File: src/rtl/fifo_stream_out_if.sv
// Stream-side bundle of the FIFO drain stage: FIFO read port plus the
// valid/ready/last output stream.
interface fifo_stream_out_if #(
  parameter int DATA_W = 32
);
  logic              o_fifo_r_en;
  logic [DATA_W-1:0] in_fifo_data;
  logic              in_fifo_empty;
  logic [DATA_W-1:0] o_data;
  logic              o_valid;
  logic              in_ready;
  logic              o_last;

  modport master (
    output o_fifo_r_en,
    input  in_fifo_data,
    input  in_fifo_empty,
    output o_data,
    output o_valid,
    input  in_ready,
    output o_last
  );

  modport slave (
    input  o_fifo_r_en,
    output in_fifo_data,
    output in_fifo_empty,
    input  o_data,
    input  o_valid,
    output in_ready,
    input  o_last
  );
endinterface

File: src/rtl/fifo_stream_out.sv
// Drain stage between the register-file FIFO read port and a framed
// valid/ready stream; a 2-entry buffer hides the FIFO's one-cycle read latency.
module fifo_stream_out #(
  parameter int DATA_W    = 32,
  parameter int FRAME_LEN = 4,
  parameter int CNT_W     = 16
) (
  input  logic             in_clk,
  input  logic             in_rst,
  input  logic             in_enable,
  fifo_stream_out_if.master s_if,
  output logic [CNT_W-1:0] o_frame_cnt,
  output logic             o_busy
);

  localparam int IDX_W = (FRAME_LEN > 1) ? $clog2(FRAME_LEN) : 1;
  localparam logic [IDX_W-1:0] IDX_LAST = IDX_W'(FRAME_LEN - 1);

  typedef enum logic [1:0] {
    ST_IDLE = 2'd0,
    ST_RUN  = 2'd1,
    ST_STOP = 2'd2
  } state_e;

  state_e            state_q, state_d;
  logic [IDX_W-1:0]  rd_idx_q, rd_idx_d;
  logic [IDX_W-1:0]  out_idx_q, out_idx_d;
  logic [1:0]        occ_q, occ_d;
  logic              pend_q, pend_d;
  logic              head_q, head_d;
  logic [DATA_W-1:0] buf_q [2];
  logic [CNT_W-1:0]  frame_cnt_q, frame_cnt_d;

  logic              pop_s;
  logic              valid_s;
  logic              last_s;
  logic              rd_gate_s;
  logic              rd_en_s;
  logic              tail_s;
  logic [2:0]        commit_s;

  function automatic logic [IDX_W-1:0] idx_inc(input logic [IDX_W-1:0] idx);
    return (idx == IDX_LAST) ? {IDX_W{1'b0}} : idx + IDX_W'(1);
  endfunction

  // Handshake, occupancy budget and read-enable decode.
  always_comb begin
    valid_s  = (occ_q != 2'd0);
    pop_s    = valid_s & s_if.in_ready;
    last_s   = valid_s & (out_idx_q == IDX_LAST);
    commit_s = {1'b0, occ_q} + {2'b00, pend_q} - {2'b00, pop_s};
    // With in_enable low, a new frame is never started: reads continue only
    // while the current frame still owes words.
    rd_gate_s = (state_q != ST_IDLE) & (in_enable | (rd_idx_q != {IDX_W{1'b0}}));
    rd_en_s   = rd_gate_s & ~s_if.in_fifo_empty & (commit_s < 3'd2);
    tail_s    = head_q ^ occ_q[0];
  end

  // Counter, pointer and occupancy next-state.
  always_comb begin
    rd_idx_d    = rd_idx_q;
    out_idx_d   = out_idx_q;
    frame_cnt_d = frame_cnt_q;
    head_d      = head_q;
    occ_d       = commit_s[1:0];
    pend_d      = rd_en_s;
    if (rd_en_s) begin
      rd_idx_d = idx_inc(rd_idx_q);
    end else begin
      rd_idx_d = rd_idx_q;
    end
    if (pop_s) begin
      out_idx_d = idx_inc(out_idx_q);
      head_d    = ~head_q;
    end else begin
      out_idx_d = out_idx_q;
      head_d    = head_q;
    end
    if (pop_s & last_s) begin
      frame_cnt_d = frame_cnt_q + CNT_W'(1);
    end else begin
      frame_cnt_d = frame_cnt_q;
    end
  end

  // Run/stop FSM next-state; leaving RUN/STOP only happens on a frame boundary.
  always_comb begin
    state_d = state_q;
    case (state_q)
      ST_IDLE: begin
        if (in_enable) begin
          state_d = ST_RUN;
        end else begin
          state_d = ST_IDLE;
        end
      end
      ST_RUN, ST_STOP: begin
        if (in_enable) begin
          state_d = ST_RUN;
        end else if (rd_idx_d == {IDX_W{1'b0}}) begin
          state_d = ST_IDLE;
        end else begin
          state_d = ST_STOP;
        end
      end
      default: begin
        state_d = ST_IDLE;
      end
    endcase
  end

  // State and counter registers.
  always_ff @(posedge in_clk or posedge in_rst) begin
    if (in_rst) begin
      state_q     <= ST_IDLE;
      rd_idx_q    <= {IDX_W{1'b0}};
      out_idx_q   <= {IDX_W{1'b0}};
      occ_q       <= 2'd0;
      pend_q      <= 1'b0;
      head_q      <= 1'b0;
      frame_cnt_q <= {CNT_W{1'b0}};
    end else begin
      state_q     <= state_d;
      rd_idx_q    <= rd_idx_d;
      out_idx_q   <= out_idx_d;
      occ_q       <= occ_d;
      pend_q      <= pend_d;
      head_q      <= head_d;
      frame_cnt_q <= frame_cnt_d;
    end
  end

  // Output buffer storage; the word read last cycle lands at the tail.
  always_ff @(posedge in_clk or posedge in_rst) begin
    if (in_rst) begin
      buf_q[0] <= {DATA_W{1'b0}};
      buf_q[1] <= {DATA_W{1'b0}};
    end else if (pend_q) begin
      buf_q[tail_s] <= s_if.in_fifo_data;
    end
  end

  assign s_if.o_fifo_r_en = rd_en_s;
  assign s_if.o_data      = buf_q[head_q];
  assign s_if.o_valid     = valid_s;
  assign s_if.o_last      = last_s;
  assign o_frame_cnt      = frame_cnt_q;
  assign o_busy           = (state_q != ST_IDLE) | valid_s | pend_q;

endmodule

File: src/flat_wrapper.sv
// flat-port wrapper written by rule: the top's interface ports become plain ports
module fifo_stream_out_flat 
#(
  parameter int DATA_W    = 32,
  parameter int FRAME_LEN = 4,
  parameter int CNT_W     = 16
)
  (in_clk, in_rst, in_enable, o_frame_cnt, o_busy, s_if_o_fifo_r_en, s_if_in_fifo_data, s_if_in_fifo_empty, s_if_o_data, s_if_o_valid, s_if_in_ready, s_if_o_last);
  fifo_stream_out_if #(.DATA_W(DATA_W)) s_if_i ();
  input  logic in_clk;
  input  logic in_rst;
  input  logic in_enable;
  output logic [CNT_W-1:0] o_frame_cnt;
  output logic o_busy;
  output wire logic [$bits(s_if_i.o_fifo_r_en)-1:0] s_if_o_fifo_r_en;
  input wire logic [$bits(s_if_i.in_fifo_data)-1:0] s_if_in_fifo_data;
  input wire logic [$bits(s_if_i.in_fifo_empty)-1:0] s_if_in_fifo_empty;
  output wire logic [$bits(s_if_i.o_data)-1:0] s_if_o_data;
  output wire logic [$bits(s_if_i.o_valid)-1:0] s_if_o_valid;
  input wire logic [$bits(s_if_i.in_ready)-1:0] s_if_in_ready;
  output wire logic [$bits(s_if_i.o_last)-1:0] s_if_o_last;
  assign s_if_o_fifo_r_en = s_if_i.o_fifo_r_en;
  assign s_if_i.in_fifo_data = s_if_in_fifo_data;
  assign s_if_i.in_fifo_empty = s_if_in_fifo_empty;
  assign s_if_o_data = s_if_i.o_data;
  assign s_if_o_valid = s_if_i.o_valid;
  assign s_if_i.in_ready = s_if_in_ready;
  assign s_if_o_last = s_if_i.o_last;
  fifo_stream_out #(.DATA_W(DATA_W), .FRAME_LEN(FRAME_LEN), .CNT_W(CNT_W)) u_core (.in_clk(in_clk), .in_rst(in_rst), .in_enable(in_enable), .s_if(s_if_i), .o_frame_cnt(o_frame_cnt), .o_busy(o_busy));
endmodule
File: config.mk
export PLATFORM = sky130hd
export DESIGN_NAME = fifo_stream_out_flat
export DESIGN_NICKNAME = d
export VERILOG_FILES = /design/src/rtl/fifo_stream_out_if.sv /design/src/rtl/fifo_stream_out.sv /design/src/flat_wrapper.sv
export SDC_FILE = /design/constraint.sdc
export NUM_CORES = 1
export LEC_CHECK = 0
export CORE_MARGIN = 3
export CORE_UTILIZATION = 50
export DETAILED_ROUTE_END_ITERATION = 10
export PLACE_DENSITY = 0.79
export SETUP_SLACK_MARGIN = 0.2
export SLEW_MARGIN = 25
export SYNTH_ARGS = -nofsm -noshare
export SYNTH_HDL_FRONTEND = slang
export SYNTH_SLANG_ARGS = --single-unit
File: constraint.sdc
create_clock -name in_clk -period 4.3 [get_ports in_clk]
set_clock_uncertainty 0.2 [all_clocks]
set_input_delay 0.43 -clock in_clk [delete_from_list [all_inputs] [get_ports in_clk]]
set_output_delay 0.43 -clock in_clk [all_outputs]
set_load 0.05 [all_outputs]
* Word-level counts from Yosys, hierarchy flattened
Index checks and enable logic that the tools add are counted.
** Operators by class
- Add/subtract/negate cells :: 5
- Reduce and logical (&&, ||, !) cells :: 7
- Multiplexer cells :: 13
- Bitwise gates (word level) :: 14
- Magnitude comparators :: 4
- Eq/ne operators :: 4
** Operator list (count)
- 2-to-1 mux 32 bit :: 4
- bitwise mux 64 bit :: 1
- demux 32 bit (select 1 bit) :: 1
- adder 16 x 1 -> 16 bit (second input constant) :: 1
- 2-to-1 mux 2 bit :: 5
- AND 1 bit :: 6
- == test 2 bit (second input constant) :: 3
- nonzero test 2 bit :: 3
- adder 2 x 1 -> 2 bit (second input constant) :: 2
- greater-or-equal comparator 2 bit (second input constant) :: 2
- logical NOT 2 bit :: 2
- NOT 1 -> 2 bit :: 2
- case mux 2 bit (2 select lines) :: 1
- adder 2 x 1 -> 3 bit :: 1
- < comparator 3 x 2 -> 1 bit (second input constant) :: 1
- bitwise OR 1 bit :: 3
- subtractor 3 x 1 -> 3 bit :: 1
- == test 2 x 1 -> 1 bit (second input constant) :: 1
- < comparator 2 x 1 -> 1 bit (second input constant) :: 1
- NOT 1 bit :: 2
- OR reduction 2 bit :: 1
- logical AND 1 bit :: 1
- 2-to-1 mux 1 bit :: 1
- bitwise XOR 1 bit :: 1
** Storage, ports and cells
- Bits of input ports :: 37
- Register bits after elaboration :: 90
- Output and inout port bits :: 52
- Logic and storage cells :: 56

* Logic depth before layout (Yosys ltp)
Gate-level depths: netlist of the first run.
- Depth after elaboration :: 10
- Mapped depth :: 10
- Mapped depth without buffers :: 10

* Worst setup path before layout of the first run
No wires, ideal clock.
- Path kind :: flip-flop to output port
- Start point :: register u_core.occ_q[1]
- End point :: output port s_if_o_fifo_r_en
- Cell stages (with the launch flop) :: 10
- Path slack :: 1135 ps
- Arrival time :: 2535 ps
- Path buffers :: 0
- Cells stage by stage :: dfrtp_1 -> o21ai_1 -> inv_1 -> ha_1 -> inv_1 -> ha_1 -> fa_1 -> nor3_1 -> nand3_1 -> inv_1
** On the way
- Word-level cells in the longest chain between the ends :: 5
- Elaborated cells between the ends (all ways) :: 6
** RTL lines
- from (decl) :: line fifo_stream_out.sv:28 : logic [1:0] occ_q, occ_d;
- from (signal assigned) :: line fifo_stream_out.sv:118 : occ_q <= 2'd0;
- from (signal assigned) :: line fifo_stream_out.sv:126 : occ_q <= occ_d;
- nonzero test 2 bit :: line fifo_stream_out.sv:48 : valid_s = (occ_q != 2'd0);
- AND 1 bit :: line fifo_stream_out.sv:49 : pop_s = valid_s & s_if.in_ready;
- via u_core.pop_s :: line fifo_stream_out.sv:34 : logic pop_s;
- subtractor 3 x 1 -> 3 bit :: line fifo_stream_out.sv:51 : commit_s = {1'b0, occ_q} + {2'b00, pend_q} - {2'b00, pop_s};
- via u_core.commit_s[1] :: line fifo_stream_out.sv:40 : logic [2:0] commit_s;
- < comparator 3 x 2 -> 1 bit :: line fifo_stream_out.sv:55 : rd_en_s = rd_gate_s & ~s_if.in_fifo_empty & (commit_s < 3'd2);
- AND 1 bit :: line fifo_stream_out.sv:55
- to (decl) :: line flat_wrapper.sv:15 : output wire logic [$bits(s_if_i.o_fifo_r_en)-1:0] s_if_o_fifo_r_en;
The timed path passes the listed nets, and every way through them passes these cells.

* Worst setup path after layout of the first run
Ends and elaborated chain as after synthesis.

==> impl_results.html, run 1 <==
<table>
<tr><th>Metric</th><th>Value</th></tr>
<tr><th colspan="2">Setup path</th></tr>
<tr><td>Max stage delay cell, worst path</td><td>sky130_fd_sc_hd__fa_1</td></tr>
<tr><td>Most common cell on crit path</td><td>sky130_fd_sc_hd__inv_1</td></tr>
<tr><td>Endpoint of the lowest-slack register-to-register path</td><td>u_core.rd_idx_q[0]</td></tr>
<tr><td>Minimum setup slack among reg-to-reg paths</td><td>1260 ps</td></tr>
<tr><td>Worst Reg-to-Reg Cells</td><td>9</td></tr>
<tr><td>Worst Path Required</td><td>3670 ps</td></tr>
<tr><td>Crit-path max FO</td><td>7</td></tr>
<tr><td>Capturing instance or port of the critical path</td><td>s_if_o_fifo_r_en</td></tr>
<tr><td>Kind of start point of the critical path</td><td>register</td></tr>
<tr><td>Largest delay contributor family on the critical path</td><td>adder cells</td></tr>
<tr><td>Worst Setup Path Type</td><td>register to primary output</td></tr>
<tr><td>Startpoint of the worst-slack reg-to-reg timing path</td><td>u_core.occ_q[1]</td></tr>
<tr><td>Kind of end point of the critical path</td><td>primary output</td></tr>
<tr><td>CP peak stage delay</td><td>490 ps</td></tr>
<tr><td>Critical Path Stages</td><td>10</td></tr>
<tr><td>Crit. Startpoint</td><td>u_core.occ_q[1]</td></tr>
<tr><td>Arrival time reported for the critical path endpoint</td><td>3080 ps</td></tr>
<tr><td>Number of buffers and inverters on the critical path</td><td>4</td></tr>
<tr><td>Worst-path cell chain</td><td>o21ai_1 -&gt; inv_1 -&gt; ha_1 -&gt; inv_1 -&gt; ha_1 -&gt; fa_1 -&gt; nor3_1 -&gt; nand3_1 -&gt; inv_1 -&gt; buf_4</td></tr>
<tr><th colspan="2">Clock tree</th></tr>
<tr><td>Clock slew at reported path FFs</td><td>90 ps</td></tr>
<tr><td>Clock latency reported for the late side of the worst-skew pair</td><td>340 ps</td></tr>
<tr><td>Number of hold-repair buffers added at the cts stage</td><td>0</td></tr>
<tr><td>Clock buffer count from CTS</td><td>9</td></tr>
<tr><td>CTS resizes</td><td>0</td></tr>
<tr><td>Total setup buffers inserted after CTS</td><td>0</td></tr>
<tr><td>H-tree depth</td><td>3</td></tr>
<tr><td>Number of sinks handled by clock tree synthesis</td><td>90</td></tr>
<tr><td>Cell chosen for the clock root</td><td>sky130_fd_sc_hd__clkbuf_8</td></tr>
<tr><td>Clock tree buffer depth</td><td>2</td></tr>
<tr><td>TritonCTS clock tree</td><td>built</td></tr>
<tr><th colspan="2">Logic synthesis</th></tr>
<tr><td>Syn Inst Count</td><td>283</td></tr>
<tr><td>Main combinational cell family by area after synthesis</td><td>multiplexers</td></tr>
<tr><td>Arithmetic-cell share of the synthesized area counting full adders, half adders and majority gates</td><td>2.918%</td></tr>
<tr><td>Count of flip-flops with a built-in enable after synthesis</td><td>0</td></tr>
<tr><td>Number of warnings printed during yosys synthesis</td><td>0</td></tr>
<tr><td>Most common cell in the netlist</td><td>sky130_fd_sc_hd__dfrtp_1</td></tr>
<tr><td>Biggest area consumer among synthesized cells</td><td>sky130_fd_sc_hd__dfrtp_1</td></tr>
<tr><td>Ranking of synthesized cells by instance count</td><td>sky130_fd_sc_hd__dfrtp_1 (90), sky130_fd_sc_hd__mux2_2 (39), sky130_fd_sc_hd__mux2_1 (30), sky130_fd_sc_hd__mux2_4 (30)</td></tr>
<tr><td>Register area share after synthesis</td><td>54.71%</td></tr>
<tr><td>Syn nets</td><td>329</td></tr>
<tr><td>Most common flop cell mapped by yosys</td><td>sky130_fd_sc_hd__dfrtp_1</td></tr>
<tr><td>Async set-reset flop share out of synthesis</td><td>100.0%</td></tr>
<tr><td>Mux cell area share after synthesis</td><td>29.82%</td></tr>
<tr><td>Post-synthesis compound-gate area fraction</td><td>0.6991%</td></tr>
<tr><td>Parity-gate share of the synthesized area counting xor and xnor cells</td><td>3.830%</td></tr>
<tr><td>Unique cell type count in the Yosys netlist</td><td>29</td></tr>
<tr><td>Synthesized flop and latch total</td><td>90</td></tr>
<tr><td>Post-synthesis instance area</td><td>0.004116 mm2</td></tr>
<tr><td>Area share of the leading cell type in the synthesized netlist</td><td>54.71%</td></tr>
<tr><td>Post-synthesis share of cell area spent on and, or, nand and nor gates</td><td>5.228%</td></tr>
<tr><td>Average cell area after synthesis</td><td>14.55 um2</td></tr>
<tr><td>Cell types with the largest area share after synthesis</td><td>sky130_fd_sc_hd__dfrtp_1 (55%), sky130_fd_sc_hd__mux2_4 (11%), sky130_fd_sc_hd__mux2_2 (11%)</td></tr>
<tr><th colspan="2">STA</th></tr>
<tr><td>Max Fclk</td><td>269.4 MHz</td></tr>
<tr><td>Final-report setup violation count</td><td>0</td></tr>
<tr><td>RSZ-0062 raised after global routing</td><td>false</td></tr>
<tr><td>Final Cycle Share</td><td>86.32%</td></tr>
<tr><td>Setup_tns</td><td>0 ps</td></tr>
<tr><td>Max-slew violation total from the final report</td><td>0</td></tr>
<tr><td>Final critical-path required period</td><td>3712 ps</td></tr>
<tr><td>Worst slew pin tran</td><td>843.4 ps</td></tr>
<tr><td>Final hold vios</td><td>0</td></tr>
<tr><td>Max_slew headroom</td><td>43.77%</td></tr>
<tr><th colspan="2">Pwr</th></tr>
<tr><td>Power Dens Cells</td><td>864.5 mW/mm2</td></tr>
<tr><td>Leakage</td><td>2.373 nW</td></tr>
<tr><td>Maximum vdd drop</td><td>638.3 uV</td></tr>
<tr><th colspan="2">Placed design</th></tr>
<tr><td>Detailed placement HPWL</td><td>5.592 mm</td></tr>
<tr><td># port buffers</td><td>88</td></tr>
<tr><td>Routability-driven placement congestion ratio</td><td>0.7594</td></tr>
<tr><td>Number of instances in the placed design</td><td>467</td></tr>
<tr><th colspan="2">Detailed routing</th></tr>
<tr><td>Total routed wire length on the met1 layer</td><td>3.429 mm</td></tr>
<tr><td>Met3 wire length</td><td>264 um</td></tr>
<tr><td>Met2 wire len</td><td>4.087 mm</td></tr>
<tr><td>Sum of routed wire length over all layers</td><td>7.891 mm</td></tr>
<tr><td>First DRT Iteration DRCs</td><td>54</td></tr>
<tr><td>First-pass detailed-route iteration total</td><td>4</td></tr>
<tr><td>Via-to-Cell Ratio</td><td>5.147</td></tr>
<tr><td>Post-route DRC</td><td>0</td></tr>
<tr><td>Highest signal layer in the routed design</td><td>met4</td></tr>
<tr><td>Antenna Violating Nets Remaining</td><td>0</td></tr>
<tr><td>Post-DR wirelength/cell</td><td>16.34 um</td></tr>
<tr><td>Total number of vias</td><td>2486</td></tr>
<tr><th colspan="2">Global route</th></tr>
<tr><td>Number of antenna violations at the first check in global routing</td><td>0</td></tr>
<tr><td>Total overflow reported by the global router</td><td>0</td></tr>
<tr><td>Total routing usage reported by global routing</td><td>17.65%</td></tr>
<tr><td>Global-route wire length before repair</td><td>13.33 mm</td></tr>
<tr><td>Via count of the first global-routing pass</td><td>2705</td></tr>
<tr><td>Largest net degree at the start of global routing</td><td>42</td></tr>
<tr><th colspan="2">Die</th></tr>
<tr><td>Cell Rows</td><td>32</td></tr>
<tr><td>Vertical die dimension</td><td>96.74 um</td></tr>
<tr><td>Placeable core region</td><td>0.007848 mm2</td></tr>
<tr><td>DIE WIDTH</td><td>96.74 um</td></tr>
<tr><td>Initial cell density of the core</td><td>52.46%</td></tr>
<tr><td>Number of primary I/O pins</td><td>89</td></tr>
<tr><td>Area enclosed by the die boundary</td><td>0.009358 mm2</td></tr>
<tr><th colspan="2">Run</th></tr>
<tr><td>Max-cap viol count</td><td>0</td></tr>
<tr><th colspan="2">Layout</th></tr>
<tr><td>Ant diodes</td><td>0</td></tr>
<tr><td>Nets</td><td>422</td></tr>
<tr><td>Share of layout cells above drive strength 1</td><td>25.20%</td></tr>
<tr><td>Signed area change from the synthesized netlist to the final layout</td><td>28.30%</td></tr>
<tr><td>Final Instance Count excl. Fillers</td><td>483</td></tr>
<tr><th colspan="2">Min path</th></tr>
<tr><td>Worst min path class</td><td>input port to asynchronous set/reset pin</td></tr>
<tr><th colspan="2">Outcome</th></tr>
<tr><td>Result of the run</td><td>completed</td></tr>
</table>
## metal layers
metal,vias to the layer above,track usage (%)
met2,46,30.15
met5,-,0
met4,0,5.724
li1,1165,-
met1,1266,21.75
met3,9,4.758
## how the worst min path moves through the flow
stage / slack, ps / cells past startpoint / end / from
final: 270 / 2 / u_core.o_frame_cnt[15] / in_rst
after global routing: 310 / 1 / u_core.buf_q[22] / u_core.buf_q[22]
after CTS: 290 / 2 / u_core.o_frame_cnt[15] / in_rst
after detailed placement: 260 / 1 / u_core.o_frame_cnt[15] / u_core.o_frame_cnt[15]
after global placement: 260 / 1 / u_core.o_frame_cnt[15] / u_core.o_frame_cnt[15]
after floorplan: 250 / 2 / u_core.out_idx_q[1] / u_core.out_idx_q[1]
## logic make-up (layout without fill, tap and decap cells)
family | after synthesis | in the layout
buffers and inverters | 23 | 121
multiplexers | 99 | 99
XOR/XNOR | 18 | 18
flip-flops | 90 | 90
adder cells (fa/ha/maj) | 9 | 9
AND/OR/NAND/NOR | 40 | 40
AO/OA/AOI/OAI | 4 | 4
## report_power, final
group          leakage [nW]  switching, W  internal (W)  total [W]
registers              1.09      0.000230       0.00122    0.00145
logic                  1.20       0.00146       0.00112    0.00258
clock network        0.0838      0.000298      0.000243   0.000540
## metrics by stage
stage,setup WS (ps),util [%],power [W],hold slack (ps),area [um2]
after floorplan,1135,-,0.003313,249.8,4116
after global placement,740.0,64.88,0.003998,262.0,5091
after detailed placement,688.6,64.88,0.004060,264.0,5091
after CTS,561.7,67.30,0.004617,285.6,5281
final,588.3,67.30,0.004566,271.2,5281
after global routing,317.5,67.30,0.004803,306.0,5281
## placed cells by master (no fill, tap or decap), types with 2 or more instances in the layout
cell,n
sky130_fd_sc_hd__mux2_1,30
sky130_fd_sc_hd__mux2_2,39
sky130_fd_sc_hd__buf_4,6
sky130_fd_sc_hd__ha_1,8
sky130_fd_sc_hd__mux2_4,30
sky130_fd_sc_hd__dfrtp_1,90
sky130_fd_sc_hd__clkbuf_8,11
sky130_fd_sc_hd__xnor2_1,12
sky130_fd_sc_hd__clkdlybuf4s50_1,87
sky130_fd_sc_hd__inv_1,11
sky130_fd_sc_hd__and2_1,2
sky130_fd_sc_hd__nand3_1,8
sky130_fd_sc_hd__clkinvlp_4,4
sky130_fd_sc_hd__nor2_1,5
sky130_fd_sc_hd__nand4_1,3
sky130_fd_sc_hd__nand2_1,9
sky130_fd_sc_hd__and3_1,2
sky130_fd_sc_hd__nor3_2,2
sky130_fd_sc_hd__nor3_1,3
sky130_fd_sc_hd__and4_1,2
sky130_fd_sc_hd__xor2_1,6
sky130_fd_sc_hd__or2_2,2
## area by class of cell
type                       instances  area [um2]
fill                             582        2566
inverter                          12       46.29
clock buffer                      11       151.4
multi-input combinational        170        1749
tap                              102       127.6
sequential                        90        2252
timing repair buffer              93       915.9
clock inverter                     5       38.79
## registers in the layout, indices dropped and copies added, names as in the netlist
register	cells
u_core.out_idx_q	2
u_core.occ_q	2
u_core.head_q	1
u_core.rd_idx_q	2
u_core.pend_q	1
u_core.state_q	2
u_core.buf_q	64
u_core.o_frame_cnt	16
Power figures use the tool's default switching activity.
==> inputs of run 2 (changes only) <==
Settings changed: GPL_ROUTABILITY_DRIVEN set to 0.
==> results of run 2 <==
No change in the layout: final DEF, timing and power equal those of run 1.
==> inputs of run 3 (changes only) <==
Settings changed: ABC_CLOCK_PERIOD_IN_PS set to 4300, RECOVER_POWER set to 50.
==> run 3 against run 2 <==
  * The flow now finishes with violations (capacitance limit, slew limit)
  * First-iteration DRC count rose by 1.9%
  * Utilization fell by 0.22 points
  * Worst hold slack improved by 5.5 ps
  * Largest cell class unchanged
  * Sequential cell count did not move
  * Critical path depth did not move
  * Count of clock-buffer cells in the layout did not move
  * Via count rose by 0.12%
  * Critical endpoint unchanged
  * Non-clock buffer count did not move
  * Register-to-register slack improved by 40 ps
==> impl_results.html, run 3 (synthesis results as in run 1) <==
<table>
<tr><th>Metric</th><th>Value</th></tr>
<tr><th colspan="2">Outcome</th></tr>
<tr><td>Result of the run</td><td>finished, violations left</td></tr>
<tr><td>Violated checks</td><td>capacitance limit, slew limit</td></tr>
<tr><th colspan="2">Setup path</th></tr>
<tr><td>Kind of end point of the critical path</td><td>primary output</td></tr>
<tr><td>Worst Setup Path Type</td><td>register to primary output</td></tr>
<tr><td>Arrival time reported for the critical path endpoint</td><td>3050 ps (-30 ps)</td></tr>
<tr><td>Crit-path max FO</td><td>7 (unchanged)</td></tr>
<tr><td>Worst Path Required</td><td>3670 ps (about the same)</td></tr>
<tr><td>Kind of start point of the critical path</td><td>register</td></tr>
<tr><th colspan="2">Detailed routing</th></tr>
<tr><td>Total number of vias</td><td>2489 (+0.12%)</td></tr>
<tr><td>First DRT Iteration DRCs</td><td>55 (+1.9%)</td></tr>
<tr><td>Via-to-Cell Ratio</td><td>5.153 (+0.12%)</td></tr>
<tr><td>Post-DR wirelength/cell</td><td>16.40 um (+0.41%)</td></tr>
<tr><td>Post-route DRC</td><td>0 (unchanged)</td></tr>
<tr><td>First-pass detailed-route iteration total</td><td>4 (unchanged)</td></tr>
<tr><td>Antenna Violating Nets Remaining</td><td>0 (unchanged)</td></tr>
<tr><td>Sum of routed wire length over all layers</td><td>7.923 mm (+0.41%)</td></tr>
<tr><th colspan="2">Clock tree</th></tr>
<tr><td>Clock slew at reported path FFs</td><td>90 ps (about the same)</td></tr>
<tr><td>TritonCTS clock tree</td><td>built</td></tr>
<tr><td>Number of sinks handled by clock tree synthesis</td><td>90 (unchanged)</td></tr>
<tr><td>Cell chosen for the clock root</td><td>sky130_fd_sc_hd__clkbuf_8</td></tr>
<tr><td>H-tree depth</td><td>3 (unchanged)</td></tr>
<tr><td>Clock tree buffer depth</td><td>2 (unchanged)</td></tr>
<tr><td>Clock buffer count from CTS</td><td>9 (unchanged)</td></tr>
<tr><td>Total setup buffers inserted after CTS</td><td>0 (unchanged)</td></tr>
<tr><td>CTS resizes</td><td>0 (unchanged)</td></tr>
<tr><td>Clock latency reported for the late side of the worst-skew pair</td><td>350 ps (about the same)</td></tr>
<tr><td>Number of hold-repair buffers added at the cts stage</td><td>0 (unchanged)</td></tr>
<tr><th colspan="2">Layout</th></tr>
<tr><td>End-of-flow core utilization</td><td>67.08% (-0.22 points)</td></tr>
<tr><td>Area used by sequential logic in the layout</td><td>0.002252 mm2 (unchanged)</td></tr>
<tr><td>Most common library cell in the layout ignoring fill and taps</td><td>sky130_fd_sc_hd__dfrtp_1</td></tr>
<tr><td>Commonest non-fill, non-tap cells in the layout</td><td>sky130_fd_sc_hd__dfrtp_1 (90), sky130_fd_sc_hd__clkdlybuf4s50_1 (81), sky130_fd_sc_hd__mux2_2 (39)</td></tr>
<tr><td>Signed area change from the synthesized netlist to the final layout</td><td>27.87%</td></tr>
<tr><td>Number of fill cells</td><td>587 (+0.86%)</td></tr>
<tr><td>Number of flip-flops in the largest register</td><td>64 (unchanged)</td></tr>
<tr><td>Multi-input gate area</td><td>0.001739 mm2 (-0.57%)</td></tr>
<tr><td>Total non-filler cell area in the finished layout</td><td>0.005264 mm2 (-0.33%)</td></tr>
<tr><td>Most flop-heavy register</td><td>u_core.buf_q</td></tr>
<tr><td>Ant diodes</td><td>0 (unchanged)</td></tr>
<tr><td>Nets</td><td>422 (unchanged)</td></tr>
<tr><td>Share of layout cells above drive strength 1</td><td>24.15% (-1.0 points)</td></tr>
<tr><th colspan="2">Die</th></tr>
<tr><td>Placeable core region</td><td>0.007848 mm2 (unchanged)</td></tr>
<tr><td>Number of primary I/O pins</td><td>89 (unchanged)</td></tr>
<tr><td>Vertical die dimension</td><td>96.74 um (unchanged)</td></tr>
<tr><td>Area enclosed by the die boundary</td><td>0.009358 mm2 (unchanged)</td></tr>
<tr><td>Initial cell density of the core</td><td>52.46% (unchanged)</td></tr>
<tr><td>Cell Rows</td><td>32 (unchanged)</td></tr>
<tr><td>DIE WIDTH</td><td>96.74 um (unchanged)</td></tr>
<tr><th colspan="2">STA</th></tr>
<tr><td>RSZ-0062 raised after global routing</td><td>false</td></tr>
<tr><td>Final hold vios</td><td>0 (unchanged)</td></tr>
<tr><td>Max Fclk</td><td>271.9 MHz (+0.92%)</td></tr>
<tr><td>Final-report setup violation count</td><td>0 (unchanged)</td></tr>
<tr><td>Final setup margin</td><td>622.1 ps (+33.78 ps)</td></tr>
<tr><td>Setup_tns</td><td>0 ps (unchanged)</td></tr>
<tr><td>Max_slew headroom</td><td>-14.48% (-58 points)</td></tr>
<tr><td>Final Cycle Share</td><td>85.53% (-0.79 points)</td></tr>
<tr><td>Worst slew pin tran</td><td>1708 ps (+864.5 ps)</td></tr>
<tr><td>Max-slew violation total from the final report</td><td>74 (+74)</td></tr>
<tr><td>Final critical-path required period</td><td>3678 ps (-33.78 ps)</td></tr>
<tr><th colspan="2">Pwr</th></tr>
<tr><td>Total design power</td><td>0.004566 W (about the same)</td></tr>
<tr><td>Maximum vdd drop</td><td>638.2 uV (about the same)</td></tr>
<tr><td>Power Dens Cells</td><td>867.4 mW/mm2 (+0.34%)</td></tr>
<tr><td>Leakage</td><td>2.380 nW (+0.29%)</td></tr>
<tr><th colspan="2">Global route</th></tr>
<tr><td>Global-route wire length before repair</td><td>13.33 mm (unchanged)</td></tr>
<tr><td>Largest net degree at the start of global routing</td><td>42 (unchanged)</td></tr>
<tr><td>Via count of the first global-routing pass</td><td>2705 (unchanged)</td></tr>
<tr><td>Number of antenna violations at the first check in global routing</td><td>0 (unchanged)</td></tr>
<tr><td>Total routing usage reported by global routing</td><td>17.65% (unchanged)</td></tr>
<tr><td>Total overflow reported by the global router</td><td>0 (unchanged)</td></tr>
<tr><th colspan="2">Min path</th></tr>
<tr><td>Worst min path class</td><td>register to register</td></tr>
<tr><th colspan="2">Placed design</th></tr>
<tr><td>Area after DPL</td><td>0.005091 mm2 (unchanged)</td></tr>
<tr><td># port buffers</td><td>88 (unchanged)</td></tr>
<tr><td>Detailed placement HPWL</td><td>5.592 mm (unchanged)</td></tr>
<tr><td>Worst setup timing slack at the placement stage</td><td>688.6 ps (unchanged)</td></tr>
<tr><th colspan="2">Run</th></tr>
<tr><td>Max-cap viol count</td><td>2 (+2)</td></tr>
</table>
-- run 3: cell types whose count changed in the layout (fill, tap and decap cells not counted) --
cell | before | now
sky130_fd_sc_hd__buf_4 | 6 | 4
sky130_fd_sc_hd__clkbuf_1 | 0 | 2
sky130_fd_sc_hd__clkdlybuf4s50_1 | 87 | 81
sky130_fd_sc_hd__clkinv_2 | 1 | 0
sky130_fd_sc_hd__clkinvlp_2 | 0 | 1
sky130_fd_sc_hd__dlygate4sd3_1 | 0 | 6
sky130_fd_sc_hd__nor3_1 | 3 | 5
sky130_fd_sc_hd__nor3_2 | 2 | 0
-- run 3: path summary, 6_finish.rpt --
check	start	to	slack, ps	cells after the start
worst max-delay path	u_core.occ_q[1]	s_if_o_fifo_r_en	620	10
worst max register to register	u_core.occ_q[1]	u_core.rd_idx_q[0]	1300	9
max in group asynchronous	in_rst	u_core.buf_q[32]	970	3
worst min register to register	u_core.o_frame_cnt[15]	u_core.o_frame_cnt[15]	280	1
min in group asynchronous	in_rst	u_core.o_frame_cnt[15]	740	2
worst min-delay path	u_core.o_frame_cnt[15]	u_core.o_frame_cnt[15]	280	1
-- run 3: report_power, final --
| part | switching (W) | leakage, nW | internal (W) | total (W) |
|---|---|---|---|---|
| combinational | 0.00146 | 1.21 | 0.00112 | 0.00258 |
| clock | 0.000299 | 0.0838 | 0.000243 | 0.000542 |
| sequential | 0.000230 | 1.09 | 0.00122 | 0.00145 |
-- run 3: critical path, cell delays in order (launching register included) --
cell	delay [ps]
sky130_fd_sc_hd__dfrtp_1	440
sky130_fd_sc_hd__o21ai_1	430
sky130_fd_sc_hd__inv_1	150
sky130_fd_sc_hd__ha_1	300
sky130_fd_sc_hd__inv_1	40
sky130_fd_sc_hd__ha_1	200
sky130_fd_sc_hd__fa_1	490
sky130_fd_sc_hd__nor3_1	140
sky130_fd_sc_hd__nand3_1	180
sky130_fd_sc_hd__inv_1	120
sky130_fd_sc_hd__buf_4	200
-- run 3: per-stage QoR --
step                cells  hold WS, ps
floorplan             283        249.8
global route          483        306.0
CTS                   483        285.6
global placement      467        262.0
detailed placement    467        264.0
finish                483        276.8
-- run 3: layout make-up --
class	count	share of cell area [%]
inverter	12	0.8795
timing repair buffer	93	17.26
sequential	90	42.79
tap	102	2.425
clock buffer	11	2.876
clock inverter	5	0.7369
multi-input combinational	170	33.04
-- run 3: metal layers --
metal	GRT usage (%)	vias up	wire length (um)
met5	0	-	0
met4	5.724	0	119
met3	4.758	10	270
met2	30.15	49	4086
met1	21.75	1265	3447
li1	-	1165	-
